<file path="src/rtl/btn_event_hold_pkg.sv">
// Shared game timing constants and pending-queue action codes
// for the button event path.
package btn_event_hold_pkg;

  localparam int PRESC_W_DEF    = 17;
  localparam int HOLD_TICKS_DEF = 8;
  localparam int HOLD_W_DEF     = 4;
  localparam int MAX_PEND_DEF   = 3;
  localparam int CNT_W_DEF      = 2;

  typedef enum logic [1:0] {
    PEND_KEEP,
    PEND_INC,
    PEND_DEC,
    PEND_DROP
  } pend_op_e;

endpackage

</file>
<file path="src/rtl/btn_event_hold_tick_gen.sv">
// Free-running prescaler; tick is high for the one cycle
// the counter sits at all-ones.
module tick_gen
  import btn_event_hold_pkg::*;
#(
  parameter int PRESC_W = PRESC_W_DEF
) (
  input  logic clk,
  input  logic rst,
  output logic tick
);

  logic [PRESC_W-1:0] cnt;

  always_ff @(posedge clk or posedge rst) begin
    if (rst) cnt <= '0;
    else     cnt <= cnt + 1'b1;
  end

  assign tick = &cnt;

endmodule

</file>
<file path="src/rtl/btn_event_hold.sv">
// Press strobes -> saturating pending count with req/ack
// handshake, plus a tick-timed stretched LED level.
module btn_event_hold
  import btn_event_hold_pkg::*;
#(
  parameter int PRESC_W    = PRESC_W_DEF,
  parameter int HOLD_TICKS = HOLD_TICKS_DEF,
  parameter int HOLD_W     = HOLD_W_DEF,
  parameter int MAX_PEND   = MAX_PEND_DEF,
  parameter int CNT_W      = CNT_W_DEF
) (
  input  logic             clk,
  input  logic             rst,
  input  logic             evt_i,
  input  logic             evt_ack,
  input  logic             ovf_clr,
  output logic             evt_req,
  output logic [CNT_W-1:0] evt_cnt,
  output logic             ovf,
  output logic             led_o
);

  localparam logic [CNT_W-1:0]  MAX_CNT = CNT_W'(MAX_PEND);
  localparam logic [HOLD_W-1:0] HOLD_LD = HOLD_W'(HOLD_TICKS);

  logic              tick;
  logic              acc;
  logic              full;
  logic [HOLD_W-1:0] hold;
  pend_op_e          op;

  tick_gen #(.PRESC_W(PRESC_W)) u_tick (
    .clk  (clk),
    .rst  (rst),
    .tick (tick)
  );

  // an ack only counts while something is actually pending
  assign acc  = evt_ack & evt_req;
  assign full = (evt_cnt >= MAX_CNT);

  always_comb begin
    op = PEND_KEEP;
    unique case (1'b1)
      evt_i & ~acc & ~full: op = PEND_INC;
      evt_i & ~acc &  full: op = PEND_DROP;
      acc & ~evt_i:         op = PEND_DEC;
      default:              op = PEND_KEEP;
    endcase
  end

  always_ff @(posedge clk or posedge rst) begin
    if (rst) begin
      evt_cnt <= '0;
      ovf     <= 1'b0;
    end else begin
      unique case (op)
        PEND_INC:  evt_cnt <= evt_cnt + 1'b1;
        PEND_DEC:  evt_cnt <= evt_cnt - 1'b1;
        default:   evt_cnt <= evt_cnt;
      endcase
      if (op == PEND_DROP) ovf <= 1'b1;
      else if (ovf_clr)    ovf <= 1'b0;
    end
  end

  always_ff @(posedge clk or posedge rst) begin
    if (rst)                    hold <= '0;
    else if (evt_i)             hold <= HOLD_LD;
    else if (tick && hold != 0) hold <= hold - 1'b1;
  end

  assign evt_req = (evt_cnt != '0);
  assign led_o   = (hold != '0);

endmodule
</file>
<file path="config.mk">
export PLATFORM = sky130hd
export DESIGN_NAME = btn_event_hold
export DESIGN_NICKNAME = d
export VERILOG_FILES = /design/src/rtl/btn_event_hold_pkg.sv /design/src/rtl/btn_event_hold_tick_gen.sv /design/src/rtl/btn_event_hold.sv
export SDC_FILE = /design/constraint.sdc
export NUM_CORES = 1
export LEC_CHECK = 0
export ABC_AREA = 1
export ABC_CLOCK_PERIOD_IN_PS = 4700
export CAP_MARGIN = 20
export CORE_MARGIN = 2
export CORE_UTILIZATION = 61
export CTS_CLUSTER_DIAMETER = 30
export DETAILED_ROUTE_END_ITERATION = 10
export HOLD_SLACK_MARGIN = 0.06
export MAX_ROUTING_LAYER = met4
export PLACE_DENSITY = 0.83
export RECOVER_POWER = 100
export SYNTH_ARGS = -nofsm -noshare
export SYNTH_HDL_FRONTEND = slang
export SYNTH_SLANG_ARGS = --single-unit
export TNS_END_PERCENT = 1
</file>
<file path="constraint.sdc">
create_clock -name clk -period 4.7 [get_ports clk]
set_input_delay 0.705 -clock clk [delete_from_list [all_inputs] [get_ports clk]]
set_output_delay 0.705 -clock clk [all_outputs]
set_load 0.02 [all_outputs]
</file>
# ---- Yosys cells after proc, flatten, opt, wreduce, memory -nomap -nowiden
# Cells that the tools add are included.
dict set report classes {
  eq_ne 3
  n_lt_le_gt_ge 1
  bitwise 8
  n_reduce_logical 7
  n_addsub 4
  muxes 6
}
# cell n
set op_table {}
lappend op_table {{$add 17x1->17 const B} 1}
lappend op_table {{$reduce_and 17->1} 1}
lappend op_table {{$mux 4} 2}
lappend op_table {{$reduce_bool 2->1} 4}
lappend op_table {{$pmux 2 s3} 1}
lappend op_table {{$and 1x1->1} 5}
lappend op_table {{$eq 2x2->1 const B} 2}
lappend op_table {{$pmux 2 s2} 1}
lappend op_table {{$reduce_bool 4->1} 1}
lappend op_table {{$sub 4x1->4 const B} 1}
lappend op_table {{$not 1->1} 3}
lappend op_table {{$add 2x1->2 const B} 1}
lappend op_table {{$eq 2x1->1 const B} 1}
lappend op_table {{$ge 2x2->1 const B} 1}
lappend op_table {{$mux 1} 2}
lappend op_table {{$sub 2x1->2 const B} 1}
lappend op_table {{$logic_and 1x1->1} 1}
dict set report totals {
  word_cells 33
  out_inout_bits 5
  reg_bits 24
}

# ---- Depth between registers and ports, before layout
# Gate-level depths: netlist of run 1.
dict set report logic_depth {
  ltp_word 8
  depth_mapped 10
}

# ---- Hierarchy
# A second synthesis of run 1 with hierarchy kept.
dict set report hier_totals {
  cells_unflattened 147
  area_unflattened_um2 1335.0
}
# module cells_each area_per_inst_um2 n_inst seq_area_each_um2
set by_module_without_submodules {}
lappend by_module_without_submodules {tick_gen 93 837.1 1 425.4}
lappend by_module_without_submodules {btn_event_hold 54 498.0 1 175.2}

# ---- Worst setup path before layout of run 1
# OpenSTA, ideal clock, no wires.
dict set report synth_timing {
  path_kind {flip-flop to flip-flop}
  startpoint {reg evt_cnt[0]}
  endpoint {reg evt_cnt[1]}
  path_stages_with_launch 9
  setup_slack_ns 2.736
  n_path_buf 0
  arrival_time_ns 1.834
  period_less_slack_ns 1.964
  cell_sequence {dfrtp_1 -> or2_2 -> nand2_1 -> inv_1 -> ha_1 -> a21oi_1 -> ha_1 -> nand3_1 -> xnor2_1}
}
dict set report synth_between {
  elab_chain_cells 8
  word_cells_on_any_way 16
  classes_between {add/sub: 2; order compare: 1; eq/ne: 2; mux: 2; bitwise: 7; reduce/logical: 2}
}
# item line
set synth_lines {}
lappend synth_lines {{start, declared} btn_event_hold.sv:18} ;# output logic [CNT_W-1:0] evt_cnt,
lappend synth_lines {{start signal, assigned} btn_event_hold.sv:58} ;# PEND_INC: evt_cnt <= evt_cnt + 1'b1;
lappend synth_lines {{start signal, assigned} btn_event_hold.sv:59} ;# PEND_DEC: evt_cnt <= evt_cnt - 1'b1;
lappend synth_lines {{start signal, assigned} btn_event_hold.sv:60} ;# default: evt_cnt <= evt_cnt;
lappend synth_lines {{$reduce_bool 2->1 (*)} btn_event_hold.sv:73} ;# assign evt_req = (evt_cnt != '0);
lappend synth_lines {{net evt_req} btn_event_hold.sv:17} ;# output logic evt_req,
lappend synth_lines {{$and 1x1->1 (*)} btn_event_hold.sv:39} ;# assign acc = evt_ack & evt_req;
lappend synth_lines {{$not 1->1} {btn_event_hold.sv:45, btn_event_hold.sv:46}}
lappend synth_lines {{$and 1x1->1} {btn_event_hold.sv:45, btn_event_hold.sv:46}}
lappend synth_lines {{$and 1x1->1, on equally long branches} {btn_event_hold.sv:46, btn_event_hold.sv:45}}
lappend synth_lines {{$pmux 2 s3 (*)} btn_event_hold.sv:44} ;# unique case (1'b1)
lappend synth_lines {{$eq 2x2->1 or $eq 2x1->1 (tied branches)} btn_event_hold.sv:57} ;# unique case (op)
lappend synth_lines {{$pmux 2 s2 or $reduce_bool 2->1 (tied branches)} -}
# Mark *: on every way through the listed nets, which the timed path passes. The rest lies on a longest branch.
# A chain may end at the register's enable or synchronous reset.

# ---- Worst setup path after layout of run 1
dict set report layout_timing {
  startpoint {reg hold[0]}
  endpoint {out led_o}
}
dict set report layout_between {
  elab_chain_cells 1
}
# item line
set layout_lines {}
lappend layout_lines {{start, declared} btn_event_hold.sv:29} ;# logic [HOLD_W-1:0] hold;
lappend layout_lines {{start signal, assigned} btn_event_hold.sv:70} ;# else if (tick && hold != 0) hold <= hold - 1'b1;
lappend layout_lines {{$reduce_bool 4->1} btn_event_hold.sv:74} ;# assign led_o = (hold != '0);
lappend layout_lines {{end, declared} btn_event_hold.sv:20} ;# output logic led_o
# Every way passes these cells.

==> impl_metrics.tcl, run 1 <==
set metrics [dict create \
    diodes 0 \
    skew_ns 0.00688 \
    die_x_um 49.8 \
    post_cts_resize_count 0 \
    fillers 169 \
    place_hpwl_mm 1.80 \
    setup_viol 0 \
    grt_first_pass_wirelength_mm 4.37 \
    start_kind "flip-flop" \
    clk_path_buf_depth 2 \
    finalPower_uw 460 \
    cts_made_buffers 3 \
    ys_top_cells_by_area "dfrtp_1 47%, nand2_1 10%, ha_1 7.8%" \
    leakage_uw 0.000679 \
    design.die.area_mm2 0.00248 \
    endpoint_kind "output pin" \
    via_per_inst 5.25 \
    ys_seq_area_frac 0.469 \
    post-route-period-util 0.543 \
    cts_tree "done" \
    wirelength_mm 2.38 \
    drv_slew 0 \
    drtPass1Iterations 4 \
    max_freq_ghz 0.392 \
    nets 173 \
    finalHoldViolations 0 \
    io_pins 10 \
    grt_pass1_vias 1017 \
    p_per_area_mw_per_mm2 324 \
    post-cts-setup-buffer-count 0 \
    io_buffers 9 \
    drc 0 \
    whs_ns 0.511 \
    synth_commonest_cells "35 x nand2_1, 24 x dfrtp_1, 18 x inv_1, 13 x nor2_1, 10 x nand3_1" \
    synthFlopType "dfrtp_1" \
    arrival_ns 1.85 \
    synth_top_area_share 0.469 \
    start_util 0.652 \
    path_max_fanout 5 \
    status "finished clean" \
    required_ns 3.99 \
    yosysMostFrequentCell "nand2_1" \
    clock_latency_ns 0.32 \
    final_antenna_net_count 0 \
    synthDistinctLibCells 20 \
    slew_headroom 0.383 \
    numClockSinks 24 \
    grt_use_total 0.237 \
    cts.clk_slew.worst_paths_ns 0.14 \
    synth-seq-cells 24 \
    drive_gt1_frac 0.0881 \
    htreeDepth 1 \
    via_count 977 \
    cts_root_buffer "clkbuf_4" \
    ir_drop_uv 360 \
    cts_hold_buf 0 \
    max-cap-violations 0 \
    dpl_cell_area_mm2 0.00140 \
    async_reset_ff_frac 1.00 \
    min_period_ns 2.55 \
    rsz0062_at_grt "false" \
    utilization 0.724 \
    rows 16 \
    gp_congestion 0.845 \
    path_class "reg2out" \
    area_delta_synth_final_pct 10.9 \
    fin_area_mm2 0.00142 \
    synth_area_leader_cell "dfrtp_1" \
    tightestPinTransition_ns 0.925 \
    overflow 0 \
    synthesis.nets 159 \
    hp-class "reg2reg" \
    synthCells 146 \
    netlist_area_mm2 0.00128 \
    fp.dieH_um 49.8 \
    grt_max_degree 25 \
    fin_tns_setup_ns 0 \
    drt_iter0_drc 4 \
    yosysWarningCount 0 \
    wl_per_cell_um 12.8 \
    avgSynthCellArea_um2 8.77 \
    synth_edf_count 0 \
    antenna_found_initial 0 \
    design.core.area_mm2 0.00196 \
]
## layout make-up
type	instances	area (µm²)	share of cell area
sequential	24	601	0.423
inverter	18	67.6	0.0476
clock buffer	4	36.3	0.0256
multi-input combinational	104	592	0.417
tap	27	33.8	0.0238
timing repair buffer	9	90.1	0.0634
## critical path, stage by stage, from the launching register on
cell           delay (ns)
dfrtp_1              0.39
inv_1                0.12
ha_1                 0.21
nand2_1              0.13
dlygate4sd3_1        0.68
## flip-flops by register name, indices dropped and copies added (netlist names)
name	flops
u_tick.cnt	17
hold	4
evt_cnt	2
ovf	1
## per-layer routing
layer | share of wire | up-vias | track usage
met5 | 0 | - | -
met4 | 0.017 | 0 | 0.0694
met3 | 0.014 | 5 | 0.0364
met2 | 0.51 | 9 | 0.409
met1 | 0.46 | 473 | 0.287
li1 | - | 490 | -
## kinds of logic after synthesis
group	Yosys count	synth area share
AOI/OAI and AO/OA	7	0.0303
xor gates and xnor gates	10	0.0684
adders and majority gates	8	0.0782
buffers and inverters	18	0.0528
DFF	24	0.469
and+or+nand+nor	79	0.301
## metrics by stage
step | instances | worst slack [ns]
floorplan | 146 | 2.74
global placement | 182 | 2.38
detailed placement | 182 | 2.29
CTS | 186 | 2.21
global route | 186 | 2.05
finish | 186 | 2.15
## cells in the final DEF, fill, tap and decap left out
cell | synthesis | layout
a21oi_1 | 1 | 1
a31oi_1 | 1 | 1
clkbuf_4 | 0 | 3
clkbuf_8 | 0 | 1
clkdlybuf4s50_1 | 0 | 2
dfrtp_1 | 24 | 24
dlygate4sd3_1 | 0 | 7
ha_1 | 8 | 8
inv_1 | 18 | 18
nand2_1 | 35 | 36
nand2_2 | 4 | 3
nand2_4 | 1 | 1
nand3_1 | 10 | 10
nand3_2 | 1 | 1
nand4_1 | 7 | 7
nor2_1 | 13 | 16
nor2_2 | 3 | 2
nor2_4 | 3 | 1
o21ai_0 | 2 | 4
o21bai_1 | 1 | 1
or2_2 | 2 | 2
xnor2_1 | 3 | 3
xor2_1 | 7 | 7
## final timing paths
kind / slack (ns) / endpoint / from / cells past startpoint
worst max-delay path: 2.15 / led_o / hold[0] / 4
worst min-delay path: 0.51 / u_tick.cnt[16] / u_tick.cnt[16] / 1
worst max register to register: 2.60 / hold[1] / u_tick.cnt[1] / 10
worst min register to register: 0.51 / u_tick.cnt[16] / u_tick.cnt[16] / 1
max in group asynchronous: 3.13 / u_tick.cnt[0] / rst / 2
min in group asynchronous: 1.00 / evt_cnt[1] / rst / 2
## power by group
part	switching [µW]	internal, µW
registers	15.9	220
logic	60.8	51.0
clock network	65.0	47.4
total	142	318
No activity file was read; power rests on OpenSTA's default activity.
==> run 2: changes to the inputs <==
--- a/config.mk
+++ b/config.mk
@@ -6,15 +6,15 @@
 export NUM_CORES = 1
 export LEC_CHECK = 0
 export ABC_AREA = 1
-export ABC_CLOCK_PERIOD_IN_PS = 4700
+export ABC_CLOCK_PERIOD_IN_PS = 2400
 export CAP_MARGIN = 20
 export CORE_MARGIN = 2
-export CORE_UTILIZATION = 61
+export CORE_UTILIZATION = 56
 export CTS_CLUSTER_DIAMETER = 30
 export DETAILED_ROUTE_END_ITERATION = 10
 export HOLD_SLACK_MARGIN = 0.06
 export MAX_ROUTING_LAYER = met4
-export PLACE_DENSITY = 0.83
+export PLACE_DENSITY = 0.77
 export RECOVER_POWER = 100
 export SYNTH_ARGS = -nofsm -noshare
 export SYNTH_HDL_FRONTEND = slang
==> constraint.sdc (replaced) <==
create_clock -name clk -period 2.4 [get_ports clk]
set_input_delay 0.36 -clock clk [delete_from_list [all_inputs] [get_ports clk]]
set_output_delay 0.36 -clock clk [all_outputs]
set_load 0.02 [all_outputs]
==> run 2 against run 1 <==
Utilization shrank 8.0 points. Cell count grew 0.54%. Total power grew 85%. Largest cell class unchanged.
==> impl_metrics.tcl, run 2 (synthesis results as in run 1) <==
set metrics [dict create \
    status "finished clean" \
    io_pins 10 \
    die_x_um 51.8 \
    max-cap-violations 0 \
    diodes 0 \
    design.core.area_mm2 0.00219 \
    dpl.cell_count 184 \
    fp.dieH_um 51.8 \
    worstPathCellList "inv_1 > ha_1 > nand2_1 > dlygate4sd3_1" \
    area_delta_synth_final_pct 10.3 \
    p_switching_uw 261 \
    gp_congestion 0.851 \
    fin_tns_setup_ns 0 \
    drv_slew 0 \
    largest_registers "u_tick.cnt (17), hold (4), evt_cnt (2)" \
    tightestPinTransition_ns 1.28 \
    io_buffers 9 \
    rsz0062_at_grt "false" \
    design.die.area_mm2 0.00268 \
    numClockSinks 24 \
    place_hpwl_mm 1.64 \
    largest_reg_flops 17 \
    dpl_cell_area_mm2 0.00141 \
    required_ns 2.04 \
    comb_power_share 0.255 \
    p_seq_frac 0.539 \
    path_class "reg2out" \
    cp_slowest_stage_delay_ns 0.67 \
    nets 174 \
    stdcell_count 187 \
    drt_iter0_drc 9 \
    wl_per_cell_um 12.0 \
    largest_register "u_tick.cnt" \
    p_per_area_mw_per_mm2 602 \
    via_count 965 \
    finalPower_uw 850 \
    drtPass1Iterations 4 \
    start_util 0.584 \
    htreeDepth 1 \
    hp-class "reg2reg" \
    clk_path_buf_depth 2 \
    ir_drop_uv 594 \
    path_buf_inv 2 \
    antenna_found_initial 0 \
    drive_gt1_frac 0.0755 \
    p_clk_frac 0.206 \
    start_kind "flip-flop" \
    max_freq_ghz 0.457 \
    clock_latency_ns 0.31 \
    whs_ns 0.497 \
    min_period_ns 2.19 \
    crit_family "buffers and inverters" \
    cts.clk_slew.worst_paths_ns 0.13 \
    overflow 0 \
    wirelength_mm 2.24 \
    cts_made_buffers 3 \
    post_cts_resize_count 0 \
    leakage_uw 0.000672 \
    mostFrequentLayoutCells "37 x nand2_1, 24 x dfrtp_1, 18 x inv_1, 15 x nor2_1, 11 x nand3_1" \
    final_antenna_net_count 0 \
    slew_headroom 0.148 \
    post-route-period-util 0.911 \
    grt_use_total 0.204 \
    p_int_uw 589 \
    setup_viol 0 \
    grt_max_degree 25 \
    slowest_stage "dlygate4sd3_1" \
    cts_hold_buf 0 \
    arrival_ns 1.83 \
    endpoint_kind "output pin" \
    layout_commonest_cell "nand2_1" \
    post-cts-setup-buffer-count 0 \
    cts_tree "done" \
    grt_pass1_vias 960 \
    rows 17 \
    fin_area_mm2 0.00141 \
    finalHoldViolations 0 \
    skew_ns 0.00357 \
    p_sw_frac 0.307 \
    cts_root_buffer "clkbuf_4" \
    via_per_inst 5.16 \
    grt_first_pass_wirelength_mm 3.85 \
    path_max_fanout 5 \
    drc 0 \
]
==> run 2: cell count changes in the layout (fill, tap and decap cells not counted) <==
cell	change
clkbuf_1	+1
clkbuf_8	-1
clkdlybuf4s50_1	+1
dlygate4sd3_1	-1
nand2_1	+1
nand2_2	-1
nand3_1	+1
nand3_2	-1
nor2_1	-1
nor2_4	+1
==> run 2: worst reg2reg max path, delay by kind of cell (launching register included) <==
family | cells | cell delay, ns
AOI/OAI and AO/OA | 1 | 0.12
adders and majority gates | 2 | 0.54
buffers and inverters | 1 | 0.07
xor gates and xnor gates | 1 | 0.12
and+or+nand+nor | 3 | 0.54
DFF | 1 | 0.45
==> run 2: final cells by class <==
| type | count | area [µm²] |
|---|---|---|
| fill | 185 | 779 |
| sequential | 24 | 601 |
| multi-input combinational | 104 | 592 |
| timing repair buffer | 10 | 93.8 |
| inverter | 18 | 67.6 |
| tap | 28 | 35.0 |
| clock buffer | 3 | 22.5 |
==> run 2: worst paths after layout <==
check                      cells past startpoint           start  slack, ns        endpoint
max                                            4         hold[0]       0.21           led_o
min                                            1  u_tick.cnt[16]       0.50  u_tick.cnt[16]
max reg2reg                                    8      evt_cnt[0]       0.51      evt_cnt[1]
min reg2reg                                    1  u_tick.cnt[16]       0.50  u_tick.cnt[16]
max in group asynchronous                      3             rst       0.76  u_tick.cnt[12]
min in group asynchronous                      3             rst       0.89   u_tick.cnt[9]
==> run 2: per-stage QoR <==
stage                util  setup WS [ns]
floorplan               -          0.436
global placement    0.645          0.427
detailed placement  0.645          0.370
CTS                 0.655          0.301
global route        0.644          0.109
finish              0.644          0.214
==> run 2: metal layers <==
layer  wire length (µm)  up-vias  track usage  part of all wire
met2               1120       23        0.344              0.50
met5                  0        -            -                 0
met1                977      447        0.221              0.44
met4                 45        0        0.132             0.020
li1                   -      491            -                 -
met3                 90        4       0.0374             0.040
==> run 2: power by group through the flow <==
stage / Combinational [µW] / Clock, µW / Sequential, µW
after floorplan: 113 / 0 / 488
after global placement: 223 / 0 / 466
after detailed placement: 232 / 0 / 466
after CTS: 233 / 178 / 459
after global routing: 240 / 190 / 463
final: 217 / 175 / 458
